File: config.mk
export PLATFORM = sky130hd
export DESIGN_NAME = tdrf_dual_reader
export DESIGN_NICKNAME = d
export VERILOG_FILES = /design/src/rtl/tdrf_dual_reader.sv
export SDC_FILE = /design/constraint.sdc
export NUM_CORES = 1
export LEC_CHECK = 0
export CELL_PAD_IN_SITES_DETAIL_PLACEMENT = 1
export CELL_PAD_IN_SITES_GLOBAL_PLACEMENT = 1
export CORE_UTILIZATION = 44
export CTS_CLUSTER_DIAMETER = 60
export DETAILED_ROUTE_END_ITERATION = 7
export PLACE_DENSITY = 0.91
export SYNTH_ARGS = -nofsm -noshare
export SYNTH_HDL_FRONTEND = slang
export SYNTH_SLANG_ARGS = --single-unit
File: constraint.sdc
create_clock -name clk_i -period 3.7 [get_ports clk_i]
set_input_delay 0.37 -clock clk_i [delete_from_list [all_inputs] [get_ports clk_i]]
set_output_delay 0.37 -clock clk_i [all_outputs]
set_load 0.02 [all_outputs]
File: src/rtl/tdrf_dual_reader.sv
// Dual-port time-domain register-file reader: launches one read pulse and measures the
// return delay on two selected lines, with per-port timeout and a drain phase.
module tdrf_dual_reader #(
    parameter int unsigned CNT_W   = 8,
    parameter int unsigned TIMEOUT = 255
) (
    input  logic             clk_i,
    input  logic             rst_ni,
    input  logic             req_valid_i,
    output logic             req_ready_o,
    input  logic [2:0]       a_sel_i,
    input  logic [2:0]       b_sel_i,
    output logic [2:0]       rd_sel_a_o,
    output logic [2:0]       rd_sel_b_o,
    output logic             launch_o,
    input  logic [7:0]       rf_ret_i,
    output logic             rsp_valid_o,
    input  logic             rsp_ready_i,
    output logic [CNT_W-1:0] a_val_o,
    output logic [CNT_W-1:0] b_val_o,
    output logic             a_to_o,
    output logic             b_to_o
);

    typedef enum logic [2:0] {StIdle, StLaunch, StMeasure, StResp, StDrain} state_e;

    localparam logic [CNT_W-1:0] TimeoutVal = CNT_W'(TIMEOUT);
    localparam logic [CNT_W-1:0] CntMax     = '1;

    state_e           state_q, state_d;
    logic [CNT_W-1:0] cnt_q, cnt_d;
    logic [2:0]       sel_a_q, sel_a_d, sel_b_q, sel_b_d;
    logic [CNT_W-1:0] a_val_q, a_val_d, b_val_q, b_val_d;
    logic             a_to_q, a_to_d, b_to_q, b_to_d;
    logic             a_cap_q, a_cap_d, b_cap_q, b_cap_d;
    logic [7:0]       s1_q, s2_q, s3_q;

    logic [7:0] rise;
    logic       accept, rise_a, rise_b, a_done, b_done, at_timeout;

    assign rise       = s2_q & ~s3_q;
    assign rise_a     = rise[sel_a_q];
    assign rise_b     = rise[sel_b_q];
    assign a_done     = a_cap_q | rise_a;
    assign b_done     = b_cap_q | rise_b;
    assign at_timeout = (cnt_q == TimeoutVal);
    assign accept     = (state_q == StIdle) && req_valid_i;

    // Return lines are asynchronous; s3 keeps history so only rising edges count.
    always_ff @(posedge clk_i or negedge rst_ni) begin
        if (!rst_ni) begin
            s1_q <= '0;
            s2_q <= '0;
            s3_q <= '0;
        end else begin
            s1_q <= rf_ret_i;
            s2_q <= s1_q;
            s3_q <= s2_q;
        end
    end

    always_ff @(posedge clk_i or negedge rst_ni) begin
        if (!rst_ni) begin
            state_q <= StIdle;
        end else begin
            state_q <= state_d;
        end
    end

    always_comb begin
        state_d = state_q;
        unique case (state_q)
            StIdle:    if (req_valid_i) state_d = StLaunch;
            StLaunch:  state_d = StMeasure;
            StMeasure: if ((a_done && b_done) || at_timeout) state_d = StResp;
            StResp:    if (rsp_ready_i) state_d = StDrain;
            StDrain:   if (s2_q == 8'h00) state_d = StIdle;
            default:   state_d = StIdle;
        endcase
    end

    always_comb begin
        req_ready_o = (state_q == StIdle);
        launch_o    = (state_q == StLaunch);
        rsp_valid_o = (state_q == StResp);
    end

    always_ff @(posedge clk_i or negedge rst_ni) begin
        if (!rst_ni) begin
            cnt_q   <= '0;
            sel_a_q <= '0;
            sel_b_q <= '0;
            a_val_q <= '0;
            b_val_q <= '0;
            a_to_q  <= 1'b0;
            b_to_q  <= 1'b0;
            a_cap_q <= 1'b0;
            b_cap_q <= 1'b0;
        end else begin
            cnt_q   <= cnt_d;
            sel_a_q <= sel_a_d;
            sel_b_q <= sel_b_d;
            a_val_q <= a_val_d;
            b_val_q <= b_val_d;
            a_to_q  <= a_to_d;
            b_to_q  <= b_to_d;
            a_cap_q <= a_cap_d;
            b_cap_q <= b_cap_d;
        end
    end

    always_comb begin
        cnt_d   = cnt_q;
        sel_a_d = sel_a_q;
        sel_b_d = sel_b_q;
        a_val_d = a_val_q;
        b_val_d = b_val_q;
        a_to_d  = a_to_q;
        b_to_d  = b_to_q;
        a_cap_d = a_cap_q;
        b_cap_d = b_cap_q;
        if (accept) begin
            sel_a_d = a_sel_i;
            sel_b_d = b_sel_i;
            cnt_d   = '0;
            a_val_d = '0;
            b_val_d = '0;
            a_to_d  = 1'b0;
            b_to_d  = 1'b0;
            a_cap_d = 1'b0;
            b_cap_d = 1'b0;
        end else if (state_q == StMeasure) begin
            if (cnt_q != CntMax) cnt_d = cnt_q + CNT_W'(1);
            if (!a_cap_q && rise_a) begin
                a_val_d = cnt_q;
                a_cap_d = 1'b1;
            end
            if (!b_cap_q && rise_b) begin
                b_val_d = cnt_q;
                b_cap_d = 1'b1;
            end
            if (at_timeout && !a_done) begin
                a_val_d = TimeoutVal;
                a_to_d  = 1'b1;
            end
            if (at_timeout && !b_done) begin
                b_val_d = TimeoutVal;
                b_to_d  = 1'b1;
            end
        end
    end

    assign rd_sel_a_o = sel_a_q;
    assign rd_sel_b_o = sel_b_q;
    assign a_val_o    = a_val_q;
    assign b_val_o    = b_val_q;
    assign a_to_o     = a_to_q;
    assign b_to_o     = b_to_q;

endmodule

==> flow_summary.toml <==
[status]
status = "complete, no violations"

[placement]
hpwlAfterDp_um = 4065
numPlacedInstances = 335
port_buffers = 44
finalWeightedCongestion = 0.7615

[power]
ir_drop_v = 0.0004713
leakage_uw = 0.001422
p_per_area_nw_per_um2 = 839.4

[timing]
rsz0062_at_grt = "false"
slew_viol_final = 0
max_slew.worst_pin.slew_ps = 871.3
slew_headroom_pct = 41.78
holdWs_ps = 44.68
setup-violations-final = 0
final.min_clock_period_ps = 2200
hold_violations = 0
clock_skew_ps = 8.257
setup_tns_ps = 0
fmax_mhz = 454.5
min_period_over_period_pct = 59.47

[cts]
ctsLongestPathBuffers = 2
cts_hold_buffers = 0
clkLatencyLatePin_ps = 340
path_clk_slew_ps = 70
cts-root-buf = "clkbuf_8"
cts_tree = "yes"
cts.repair.resized = 0
cts-htree-levels = 3
numClockSinks = 61
cts_buffers = 9
post-cts-setup-buffer-count = 0

[route]
drt_iter0_markers = 99
routed_via_density = 5.558
drt_first_pass_iters = 4
avgRoutedWirePerCell_um = 17.69
drcViolationCount = 0
wl_um = 6209
vias = 1951
antenna_left = 0

[critical_path]
slowest_delay_ps = 680
cpLargestDelayFamily = "buffers and inverters"
end_kind = "primary output"
cp.arrival_ps = 1830
start_kind = "register"
rrSetupSlack_ps = 1580
critPathKind = "reg2out"
crit_path_top_delay_cell = "clkdlybuf4s50_1"
cp.buffers_inverters = 1
crit_fanout = 8
cp_cell_sequence = "nor3_1, clkdlybuf4s50_1"
cp.required_ps = 3330

[floorplan]
start_util_pct = 46.15
die_h_um = 78.46
die_width_um = 78.46
num_rows = 27
coreArea_um2 = 5574
ioPinCount = 45
dieArea_um2 = 6156

[logic_synthesis]
ys_types = 48
synth_edf_count = 0
ys_ff_latch = 61
syn-cell-area_um2 = 2572
async_flop_share_pct = 100.0
ys_warn_count = 0
syn_area_per_cell_um2 = 11.33
ys.flop_type = "dfrtp_1"
synthCells = 227
synth-seq-area-share_pct = 59.34
mappedNetlistNets = 246

[global_route]
grt_max_degree = 34
antenna_found_initial = 0
grt.total_usage_pct = 23.72
grt-ovfl-total = 0
grt_pass1_wl_um = 10780
grt_pass1_vias = 2113

[finish]
post-route-util_pct = 59.17
layout-area-overhead-vs-synth_pct = 28.21
instances_no_fill = 351
drive_gt1_share_pct = 11.11
multi_input_area_um2 = 957.2
regArea_um2 = 1526
nNetsFinal = 293
n_antenna_cell = 0
fillers = 596

[flow_run]
cap_violations = 0

[min_path]
hp-class = "in2async"
placed cells by master, fill, tap and decap left out, drive strengths merged, types with 2 or more instances in the layout:
master,synthesis,routed
dfrtp,61,61
clkdlybuf4s50,0,43
nand2,39,39
o21ai,15,15
nor2,15,15
inv,9,9
clkbuf,4,9
nand2b,9,9
nand3,8,8
nor3,5,5
and2,4,4
nor4bb,4,4
xnor2,4,4
a21oi,4,4
nand4,3,3
bufinv,0,3
clkinv,0,3
and3,3,3
mux4,2,2
and4b,2,2
nor4b,2,2
or4,2,2
a31oi,2,2
xor2,2,2
o41ai,2,2
nor4,2,2
a221oi,2,2
mux2i,2,2
buf,5,2
kinds of logic (layout without fill, tap and decap cells):
group | count (synthesis) | after routing | share of synthesized area (%)
flops | 61 | 61 | 59.34
fa+ha+maj | 1 | 1 | 0.4863
xor+xnor | 6 | 6 | 2.043
buf+inv | 18 | 70 | 3.453
compound gates | 33 | 33 | 10.12
mux | 5 | 5 | 3.258
simple gates | 103 | 103 | 21.30
worst reg2reg max path, stage by stage, from the launching register on:
cell and delay (ps):
dfrtp_1 510, and4b_1 270, or4_4 540, o221ai_4 420, nand3_1 160, o21ai_1 140
synthesized netlist by cell type (all sizes together) (4+ instances only):
cell type,n,area (um^2)
a21oi,4,31.28
and2,4,25.02
buf,5,40.04
clkbuf,4,15.01
dfrtp,61,1526
inv,9,33.78
nand2,39,146.4
nand2b,9,63.81
nand3,8,40.04
nor2,15,56.30
nor3,5,25.02
nor4bb,4,40.04
o21ai,15,75.07
xnor2,4,35.03
layer usage:
| metal | share of wire (%) | global-route usage, % | vias to the layer above |
|---|---|---|---|
| li1 | - | - | 884 |
| met1 | 45 | 31.05 | 995 |
| met2 | 49 | 37.89 | 55 |
| met3 | 3.5 | 4.070 | 17 |
| met4 | 3.0 | 12.22 | 0 |
| met5 | 0 | 0 | - |
final timing paths:
kind | from | endpoint | depth (start not counted)
setup / recovery | state_q[1]$_DFFE_PN0P_ | req_ready_o | 2
hold / removal | rst_ni | s3_q[2]$_DFF_PN0_ | 1
setup reg to reg | rd_sel_b_o[2]$_DFFE_PN0N_ | b_val_o[4]$_DFFE_PN0P_ | 5
hold reg to reg | s1_q[5]$_DFF_PN0_ | s2_q[5]$_DFF_PN0_ | 0
max in group asynchronous | rst_ni | cnt_q[4]$_DFFE_PN0P_ | 2
min in group clk_i | s1_q[5]$_DFF_PN0_ | s2_q[5]$_DFF_PN0_ | 0
sequential cells by signal, indices dropped and copies added (netlist names):
signal / cells
a_cap_q: 1
state_q: 3
b_val_o: 8
rd_sel_a_o: 3
s3_q: 8
cnt_q: 8
b_to_o: 1
a_val_o: 8
a_to_o: 1
s2_q: 8
s1_q: 8
b_cap_q: 1
rd_sel_b_o: 3
power breakdown:
| part | internal (uW) | total (uW) | switching, uW |
|---|---|---|---|
| combinational | 453 | 1020 | 568 |
| clock | 450 | 732 | 281 |
| sequential | 831 | 1020 | 184 |
| total | 1730 | 2770 | 1030 |
metrics by stage:
stage | instance area [um^2] | power, uW | setup WS (ps)
detailed placement | 3050 | 2026 | 1634
finish | 3298 | 2768 | 1500
floorplan | 2572 | 1631 | 1764
global placement | 3050 | 1978 | 1702
global route | 3298 | 2922 | 1391
CTS | 3298 | 2784 | 1501
area by class of cell:
class	instances	area share, %
Clock inverter	7	3.756
Timing Repair Buffer	45	13.43
Tap cell	72	2.731
Inverter	9	1.024
Clock buffer	9	3.756
Multi-Input combinational cell	148	29.02
Sequential cell	61	46.28
(Power assumes the default switching activity.)
